[src/rtl/mips_ctrl_pkg.sv]
// mips_ctrl_pkg: shared state, opcode, funct and ALU control encodings for the MIPS controllers
package mips_ctrl_pkg;
  typedef enum logic [3:0] {
    FETCH    = 4'd0,
    DECODE   = 4'd1,
    MEMADR   = 4'd2,
    MEMRD    = 4'd3,
    MEMWB    = 4'd4,
    MEMWR    = 4'd5,
    EXECUTE  = 4'd6,
    ALUWB    = 4'd7,
    BRANCH   = 4'd8,
    ADDIEXEC = 4'd9,
    ADDIWB   = 4'd10,
    JUMP     = 4'd11
  } state_t;
  localparam logic [5:0] OP_RTYPE = 6'b000000;
  localparam logic [5:0] OP_LW    = 6'b100011;
  localparam logic [5:0] OP_SW    = 6'b101011;
  localparam logic [5:0] OP_BEQ   = 6'b000100;
  localparam logic [5:0] OP_ADDI  = 6'b001000;
  localparam logic [5:0] OP_J     = 6'b000010;
  localparam logic [5:0] FN_ADD = 6'b100000;
  localparam logic [5:0] FN_SUB = 6'b100010;
  localparam logic [5:0] FN_AND = 6'b100100;
  localparam logic [5:0] FN_OR  = 6'b100101;
  localparam logic [5:0] FN_SLT = 6'b101010;
  localparam logic [1:0] ALUOP_ADD   = 2'b00;
  localparam logic [1:0] ALUOP_SUB   = 2'b01;
  localparam logic [1:0] ALUOP_FUNCT = 2'b10;
  localparam logic [2:0] ALUCTL_ADD = 3'b010;
  localparam logic [2:0] ALUCTL_SUB = 3'b110;
  localparam logic [2:0] ALUCTL_AND = 3'b000;
  localparam logic [2:0] ALUCTL_OR  = 3'b001;
  localparam logic [2:0] ALUCTL_SLT = 3'b111;
endpackage

[src/rtl/mc_alu_decoder.sv]
// mc_alu_decoder: maps (aluop, funct) to the 3-bit ALU control word
module mc_alu_decoder
  import mips_ctrl_pkg::*;
(
  input  logic [1:0] aluop,
  input  logic [5:0] funct,
  output logic [2:0] alucontrol
);
  // Only aluop 10 consults funct; unknown functs fall back to add rather than trapping.
  always_comb begin
    alucontrol = aluop == ALUOP_SUB   ? ALUCTL_SUB :
                 aluop != ALUOP_FUNCT ? ALUCTL_ADD :
                 funct == FN_SUB      ? ALUCTL_SUB :
                 funct == FN_AND      ? ALUCTL_AND :
                 funct == FN_OR       ? ALUCTL_OR  :
                 funct == FN_SLT      ? ALUCTL_SLT : ALUCTL_ADD;
  end
endmodule

[src/rtl/mc_control_fsm.sv]
// mc_control_fsm: multicycle MIPS main controller (Moore FSM plus ALU decode)
module mc_control_fsm
  import mips_ctrl_pkg::*;
#(
  parameter int STATE_W = 4
) (
  input  logic               clk,
  input  logic               reset_n,
  input  logic [5:0]         op,
  input  logic [5:0]         funct,
  input  logic               zero,
  output logic               pcen,
  output logic               memwrite,
  output logic               irwrite,
  output logic               regwrite,
  output logic               alusrca,
  output logic [1:0]         alusrcb,
  output logic               iord,
  output logic               memtoreg,
  output logic               regdst,
  output logic [1:0]         pcsrc,
  output logic [2:0]         alucontrol,
  output logic               illegal_op,
  output logic [STATE_W-1:0] dbg_state
);
  state_t state, state_nxt;
  logic pcwrite, branch, legal;
  logic [1:0] aluop;
  // State register; reset lands in FETCH at once, even mid-instruction.
  always_ff @(posedge clk or negedge reset_n)
    if (!reset_n) state <= FETCH;
    else          state <= state_nxt;
  // Next state and Moore outputs per state; everything defaults to inactive.
  always_comb begin
    state_nxt = FETCH;
    pcwrite   = 1'b0;
    branch    = 1'b0;
    memwrite  = 1'b0;
    irwrite   = 1'b0;
    regwrite  = 1'b0;
    alusrca   = 1'b0;
    alusrcb   = 2'b00;
    iord      = 1'b0;
    memtoreg  = 1'b0;
    regdst    = 1'b0;
    pcsrc     = 2'b00;
    aluop     = ALUOP_ADD;
    case (state)
      FETCH:    begin alusrcb = 2'b01; irwrite = 1'b1; pcwrite = 1'b1; state_nxt = DECODE; end
      DECODE:   begin
        alusrcb   = 2'b11;
        state_nxt = (op == OP_LW || op == OP_SW) ? MEMADR   :
                    op == OP_RTYPE               ? EXECUTE  :
                    op == OP_BEQ                 ? BRANCH   :
                    op == OP_ADDI                ? ADDIEXEC :
                    op == OP_J                   ? JUMP     : FETCH;
      end
      MEMADR:   begin alusrca = 1'b1; alusrcb = 2'b10; state_nxt = op == OP_LW ? MEMRD : MEMWR; end
      MEMRD:    begin iord = 1'b1; state_nxt = MEMWB; end
      MEMWB:    begin regwrite = 1'b1; memtoreg = 1'b1; end
      MEMWR:    begin iord = 1'b1; memwrite = 1'b1; end
      EXECUTE:  begin alusrca = 1'b1; aluop = ALUOP_FUNCT; state_nxt = ALUWB; end
      ALUWB:    begin regdst = 1'b1; regwrite = 1'b1; end
      BRANCH:   begin alusrca = 1'b1; aluop = ALUOP_SUB; pcsrc = 2'b01; branch = 1'b1; end
      ADDIEXEC: begin alusrca = 1'b1; alusrcb = 2'b10; state_nxt = ADDIWB; end
      ADDIWB:   regwrite = 1'b1;
      JUMP:     begin pcsrc = 2'b10; pcwrite = 1'b1; end
      default:  state_nxt = FETCH;
    endcase
  end
  // Non-Moore outputs: branch-qualified PC enable and the decode-time illegal flag.
  always_comb begin
    legal      = op inside {OP_LW, OP_SW, OP_RTYPE, OP_BEQ, OP_ADDI, OP_J};
    pcen       = pcwrite | (branch & zero);
    illegal_op = state == DECODE && !legal;
    dbg_state  = STATE_W'(state);
  end
  mc_alu_decoder u_alu_decoder (
    .aluop      (aluop),
    .funct      (funct),
    .alucontrol (alucontrol)
  );
endmodule

[config.mk]
export PLATFORM = sky130hd
export DESIGN_NAME = mc_control_fsm
export DESIGN_NICKNAME = d
export VERILOG_FILES = /design/src/rtl/mips_ctrl_pkg.sv /design/src/rtl/mc_alu_decoder.sv /design/src/rtl/mc_control_fsm.sv
export SDC_FILE = /design/constraint.sdc
export NUM_CORES = 1
export LEC_CHECK = 0
export CAP_MARGIN = 20
export CORE_MARGIN = 10
export CORE_UTILIZATION = 29
export CTS_BUF_LIST = sky130_fd_sc_hd__clkbuf_16
export CTS_CLUSTER_DIAMETER = 30
export DETAILED_ROUTE_END_ITERATION = 6
export PLACE_DENSITY = 0.83
export REMOVE_ABC_BUFFERS = 1
export SLEW_MARGIN = 20
export SYNTH_ARGS = -nofsm -noshare
export SYNTH_HDL_FRONTEND = slang
export SYNTH_SLANG_ARGS = --single-unit
[constraint.sdc]
create_clock -name clk -period 1.5 [get_ports clk]
set_input_delay 0.3 -clock clk [delete_from_list [all_inputs] [get_ports clk]]
set_output_delay 0.3 -clock clk [all_outputs]
set_load 0.02 [all_outputs]
==> results.md, run 1 <==
* Run status: finished, violations left
* Failing checks: setup timing
* TritonRoute pass-1 iters at 4
* Area Growth Syn to Fin at 205%
* FILL cells at 48
* WL met3 at 429 um
* Final WS setup at -387 ps
* Die Y at around 60 um
* Setup crit end kind: primary output
* Synthesized area at roughly 470 um2
* Design Area, Final at 1430 um2
* Max frequency at 0.530 GHz
* Netlist cell types at 25
* Gpl congestion at between 0.8 and 0.9
* CTS tree: yes
* Clock power frac at 22.8%
* Total chip power at 1.89 mW
* Core area at 1520 um2
* Die width at 60.2 um
* Fin crit share at 126%
* Antenna violations before repair at 0
* Row count at 14
* Yosys reg bits at 4
* Crit-path cells: nand2b_4 > or4b_4 > o21bai_2 > buf_6
* Critical path fanouts, max at 3
* Max VDD drop at approximately 1.1 mV
* Max Cap Viol at 0
* Synth area leader: dfrtp_1
* Pre-CTS setup slack at -809 ps
* Crit-path leading delay family: simple AND/OR/NAND/NOR gates
* Comb pwr share at slightly below 70%
* PD cells at about 1300 nW/um2
* CP bufs+invs at 1
* Final Net Count at approximately 160
* Clock-pin transition on the worst setup and hold timing paths at 30 ps
* Minimum clock period at around 1900 ps
* Met1 WL at 1260 um
* WS Path Type: flip-flop to primary output
* Final Hold Fails at 0
* Clock Path Buffers at 2
* Global Route Usage Sum at 18.8%
* FF+latch area at 101 um2
* Die area at 3630 um2
* Largest net degree at the start of global routing at 14
* Fin cells at 156
* Grt ovf at 0
* Post-DP Area at 972 um2
* Total number of yosys warnings at 0
* WP data arrival at 1590 ps
* Total wire length at 3710 um
* Htree depth at 1
* CTS sink count at 4
* Top sig layer: met4
* Inst Count DP at 131
* Worst-skew pair later-pin latency at approximately 230 ps
* DR vias at 910
* Final setup violation count at 17
* Number of flip-flops in the largest register at 4
* Synth top area cells: dfrtp_1, nor3_1, nor2_1
* Worst Skew at 2.83 ps
* Vias in the first global route at 942
* Drt initial violations at 23
* CP max stage delay at 530 ps
* Root Buffer: clkbuf_16
* Final Core Density at approximately 94%
* Commonest non-fill, non-tap cell in the layout: buf_4
* Pin slew with the least headroom to its limit at ~390 ps
* Met2 wire len at between 1500 and 2000 um
* DR vias/cell at 5.83
* Sequential share of power at about 8.2%
* Multi-input gate area at 532 um2
* Antenna diodes at 0
* Synth top area share at 21.3%
* Leakage at 0.669 nW
* Setup tns final at -3520 ps
* Sw power at just under 800 uW
* First-pass GRT wire length at 5030 um
* Most frequent cells in the layout: buf_4, buf_6, clkdlybuf4s50_1, nand2b_4, nor2_1
* RSZ-0062 raised after global routing: yes
* Share of the yosys chip area belonging to registers at 21.3%
* Initial Util at 30.8%
* Dpl hpwl at 1600 um
* Drt drc at 0
* Cell count after synthesis at 63
* P_int at between 1 and 1.5 mW
* CTS Buf Count at 3
* CP Launch Type: flip-flop
* Slew HR at 74.0%
* Req. time, crit path at 1200 ps
* Post-Syn Area per Cell at 7.45 um2
* Sw Share at 41.2%
* Layout cells sized above 1 at 70.0%
* Fin Hold WS at 299 ps
* Wire length per cell at 23.8 um
* Max-slew violations at 0
* Post-DRT Antenna Nets at 0
* Crit-path slowest cell: or4b_4
* # IOs at 35
* Port Buf Inserts at 34
* Hold Path Class: input pin to asynchronous set/reset pin
==> cells in the mapped netlist <==
library cell  count
dfrtp_1           4
a211o_1           1
nor3_1            7
nand2b_1          4
nand2b_4          2
o21ai_0           4
o221ai_1          1
mux2_2            1
nand2_1           2
o21bai_2          1
xor2_1            2
inv_1             2
a221oi_1          1
o211ai_1          2
nand3_1           2
buf_2             3
o22ai_1           1
and3_1            3
a21oi_1           4
a21boi_0          1
a32oi_1           1
nor2_1            8
nor3b_1           3
or4b_4            1
nor4_1            2
==> routing by layer <==
layer | up-vias | GRT usage, %
met5 | - | 0
met4 | 0 | 10.6
met3 | 14 | 8.05
met2 | 72 | 32.1
met1 | 430 | 18.5
li1 | 394 | -
==> final timing paths <==
check	startpoint	endpoint	slack [ps]	depth (start not counted)
worst max-delay path	dbg_state[3]$_DFF_PN0_	alucontrol[2]	-390	4
min in group clk	op[5]	dbg_state[1]$_DFF_PN0_	640	4
worst min-delay path	reset_n	dbg_state[1]$_DFF_PN0_	300	1
worst max register to register	dbg_state[1]$_DFF_PN0_	dbg_state[2]$_DFF_PN0_	-40	6
max in group asynchronous	reset_n	dbg_state[2]$_DFF_PN0_	980	1
worst min register to register	dbg_state[0]$_DFF_PN0_	dbg_state[0]$_DFF_PN0_	750	2
==> cell families after synthesis <==
group | after synthesis | share of synthesized area [%]
flops | 4 | 21.3
mux | 1 | 2.40
xor+xnor | 2 | 3.73
buf+inv | 5 | 4.80
compound gates | 17 | 24.5
simple gates | 34 | 43.2
==> final cells by class <==
cell class                 instances  area share, %
clock buffer                       3           5.25
inverter                           2          0.525
sequential                         4           7.09
timing repair buffer              77           48.6
multi-input combinational         54           37.2
tap                               16           1.40
==> repair_timing <==
action	4_1_cts	5_1_grt
pin swaps	11	12
gates resized for setup	130	45
hold buffers	0	0
setup endpoints to repair	20	22
setup buffers	20	8
gates cloned	0	0
==> power groups by stage <==
stage / Sequential, mW / Combinational, mW / Clock (mW)
after global routing: 0.159 / 1.35 / 0.440
after CTS: 0.151 / 1.05 / 0.422
after floorplan: 0.224 / 0.323 / 0
after detailed placement: 0.149 / 0.850 / 0
final: 0.156 / 1.31 / 0.431
after global placement: 0.146 / 0.838 / 0
(Power assumes the default switching activity.)
==> run 2, diff against run 1 <==
--- a/config.mk
+++ b/config.mk
@@ -7,11 +7,11 @@
 export LEC_CHECK = 0
 export CAP_MARGIN = 20
 export CORE_MARGIN = 10
-export CORE_UTILIZATION = 29
+export CORE_UTILIZATION = 35
 export CTS_BUF_LIST = sky130_fd_sc_hd__clkbuf_16
 export CTS_CLUSTER_DIAMETER = 30
 export DETAILED_ROUTE_END_ITERATION = 6
-export PLACE_DENSITY = 0.83
+export PLACE_DENSITY = 0.92
 export REMOVE_ABC_BUFFERS = 1
 export SLEW_MARGIN = 20
 export SYNTH_ARGS = -nofsm -noshare
==> constraint.sdc (replaced) <==
create_clock -name clk -period 2.4 [get_ports clk]
set_input_delay 0.48 -clock clk [delete_from_list [all_inputs] [get_ports clk]]
set_output_delay 0.48 -clock clk [all_outputs]
set_load 0.02 [all_outputs]
==> run 2 against run 1 <==
Net effect: the flow now finishes without violations; first-iteration DRC count shrank 43%; register-to-register slack gained 1100 ps; combinational power shrank 62%; core utilization shrank 17 points; sequential cell count is the same; total power shrank 54%; final area shrank 31%; worst hold slack gained 150 ps; cell count shrank 21%; count of clock-buffer cells in the layout is the same; non-clock buffer count shrank 31.
==> results.md, run 2 (synthesized netlist as in run 1, its figures left out) <==
* Critical path fanouts, max at 14 (+11)
* TritonRoute pass-1 iters at 4 (unchanged)
* CTS tree: yes
* Crit-path leading delay family: buffers and inverters
* Setup crit end kind: primary output
* Grt ovf at 0 (unchanged)
* CTS Hold Bufs at 0 (unchanged)
* DR vias/cell at 5.78 (-0.88%)
* Final setup violation count at 0 (-17)
* Pin slew with the least headroom to its limit at 323 ps (-64.8 ps)
* Worst-skew pair later-pin latency at 230 ps (about the same)
* WS Path Type: flip-flop to primary output
* R2r endpoint: dbg_state[1]$_DFF_PN0_
* Die Y at 56.6 um (-6.0%)
* First-pass GRT wire length at 3200 um (-36%)
* Antenna diodes at 0 (unchanged)
* Fin crit share at 95.8%
* Die width at 56.6 um (-6.0%)
* WP data arrival at 1820 ps (+230 ps)
* FF-to-FF setup slack at 1090 ps (+1130 ps)
* Run status: complete, no violations
* Crit-path slowest cell: clkdlybuf4s50_1
* Number of flip-flops in the largest register at 4 (unchanged)
* Gpl congestion at 0.820 (+1.7%)
* Total wire length at 2140 um (-42%)
* CTS Buf Count at 3 (unchanged)
* Drt initial violations at 13 (-43%)
* Row count at 13 (-1)
* Clock Path Buffers at 2 (unchanged)
* Pre-CTS setup slack at -280 ps (+529 ps)
* Critical path depth in cells at 4 (unchanged)
* Most frequent cells in the layout: clkdlybuf4s50_1, buf_4, nor2_1, nor3_1
* Hold Path Class: input pin to asynchronous set/reset pin
* FF+latch area at 101 um2 (unchanged)
* Max Cap Viol at 0 (unchanged)
* Critical Path End: alusrcb[1]
* Post-DRT Antenna Nets at 0 (unchanged)
* Port Buf Inserts at 34 (unchanged)
* Minimum clock period at 2300 ps
* Total chip power at 863 uW (-54%)
* Vias in the first global route at 691 (-27%)
* Postcts setup bufs at 0 (-100%)
* Layout cells sized above 1 at 26.6% (-43 points)
* Max frequency at 0.435 GHz
* Worst Skew at 2.98 ps (+0.156 ps)
* Wire length per cell at 17.3 um (-28%)
* CP Launch Type: flip-flop
* CTS sink count at 4 (unchanged)
* Commonest non-fill, non-tap cell in the layout: clkdlybuf4s50_1
* FILL cells at 104 (+120%)
* Slew HR at 78.3% (+4.4 points)
* Htree depth at 1 (unchanged)
* Reg2reg start: dbg_state[2]$_DFF_PN0_
* DR vias at 717 (-21%)
* Crit path from: dbg_state[1]$_DFF_PN0_
* Area Growth Syn to Fin at 111%
* Crit-path cells: buf_4 > nand2b_1 > a21oi_1 > clkdlybuf4s50_1
* Clock-pin transition on the worst setup and hold timing paths at 30 ps (about the same)
* Final Hold Fails at 0 (unchanged)
* Dpl hpwl at 1600 um (about the same)
* Initial Util at 36.5% (+5.7 points)
* Core area at 1280 um2 (-16%)
* Max-slew violations at 0 (unchanged)
* Root Buffer: clkbuf_16
* Die area at 3210 um2 (-12%)
* Global Route Usage Sum at 12.4% (-6.4 points)
* Req. time, crit path at 1920 ps (+720 ps)
* Largest net degree at the start of global routing at 15 (+1)
* Antenna violations before repair at 0 (unchanged)
* Final Net Count at 126 (-20%)
* Register-to-Register Path Depth at 4 (-2)
* Multi-input gate area at 373 um2 (-30%)
* Final WS setup at 100 ps (+487 ps)
* PD cells at 872 nW/um2 (-34%)
* Max VDD drop at 0.688 mV (-36%)
* Leakage at 0.421 nW (-37%)
* Drt drc at 0 (unchanged)
* # IOs at 35 (unchanged)
* Fin Hold WS at 449 ps (+150 ps)
* CP bufs+invs at 2 (+1)
* CP max stage delay at 630 ps (+100 ps)
## run 2: cell types whose count changed in the layout (fill, tap and decap cells not counted), moves of 3 or more
cell / previous run / this run
nand2b_1: 0 / 3
nand2b_4: 6 / 2
nor3_1: 2 / 6
buf_4: 35 / 12
clkdlybuf4s50_1: 8 / 27
nor2_4: 3 / 0
nor2_1: 5 / 8
buf_6: 24 / 0
## run 2: report_power, final
part | leakage, nW | total [mW] | internal [mW] | switching (mW)
clock | 0.0370 | 0.265 | 0.213 | 0.0516
combinational | 0.332 | 0.503 | 0.231 | 0.272
sequential | 0.0515 | 0.0947 | 0.0832 | 0.0115
total | 0.421 | 0.863 | 0.528 | 0.335
## run 2: metal layers
layer / share of wire (%) / GRT usage [%]
met5: 0 / 0
met4: 1.8 / 7.56
met3: 9.3 / 4.49
met2: 51 / 22.1
met1: 37 / 11.7
## run 2: worst min path at each step
stage | end | slack [ps] | startpoint | depth (start not counted)
finish | dbg_state[1]$_DFF_PN0_ | 450 | reset_n | 1
global placement | dbg_state[0]$_DFF_PN0_ | 590 | dbg_state[3]$_DFF_PN0_ | 2
global route | dbg_state[1]$_DFF_PN0_ | 460 | reset_n | 1
CTS | dbg_state[1]$_DFF_PN0_ | 450 | reset_n | 1
detailed placement | dbg_state[0]$_DFF_PN0_ | 600 | dbg_state[3]$_DFF_PN0_ | 2
floorplan | dbg_state[0]$_DFF_PN0_ | 180 | reset_n | 0
## run 2: repair_timing
action | in CTS | in global routing
resized for setup | 9 | 12
pin swaps | 0 | 1
endpoints found under the setup margin | 7 | 7
endpoints found under the hold margin | 0 | 0
## run 2: worst register-to-register path, stage by stage, from the launching register on
cell and delay [ps]:
dfrtp_2 460, buf_4 190, nor3b_1 290, o211ai_1 170, o221ai_1 110
## run 2: final cells by class
cell class	count	area share [%]
Inverter	2	0.759
Clock buffer	3	7.59
Sequential cell	4	10.2
Multi-Input combinational cell	54	37.7
Tap cell	15	1.90
Timing Repair Buffer	46	41.8
## run 2: metrics by stage
stage / area [um2] / setup TNS [ps] / std cells / util, %
after floorplan: 454 / 0 / 60 / -
after global placement: 903 / -915 / 121 / 70.3
after detailed placement: 903 / -1040 / 121 / 70.3
after CTS: 986 / 0 / 124 / 76.7
after global routing: 990 / -6.61 / 124 / 77.0
final: 990 / 0 / 124 / 77.0
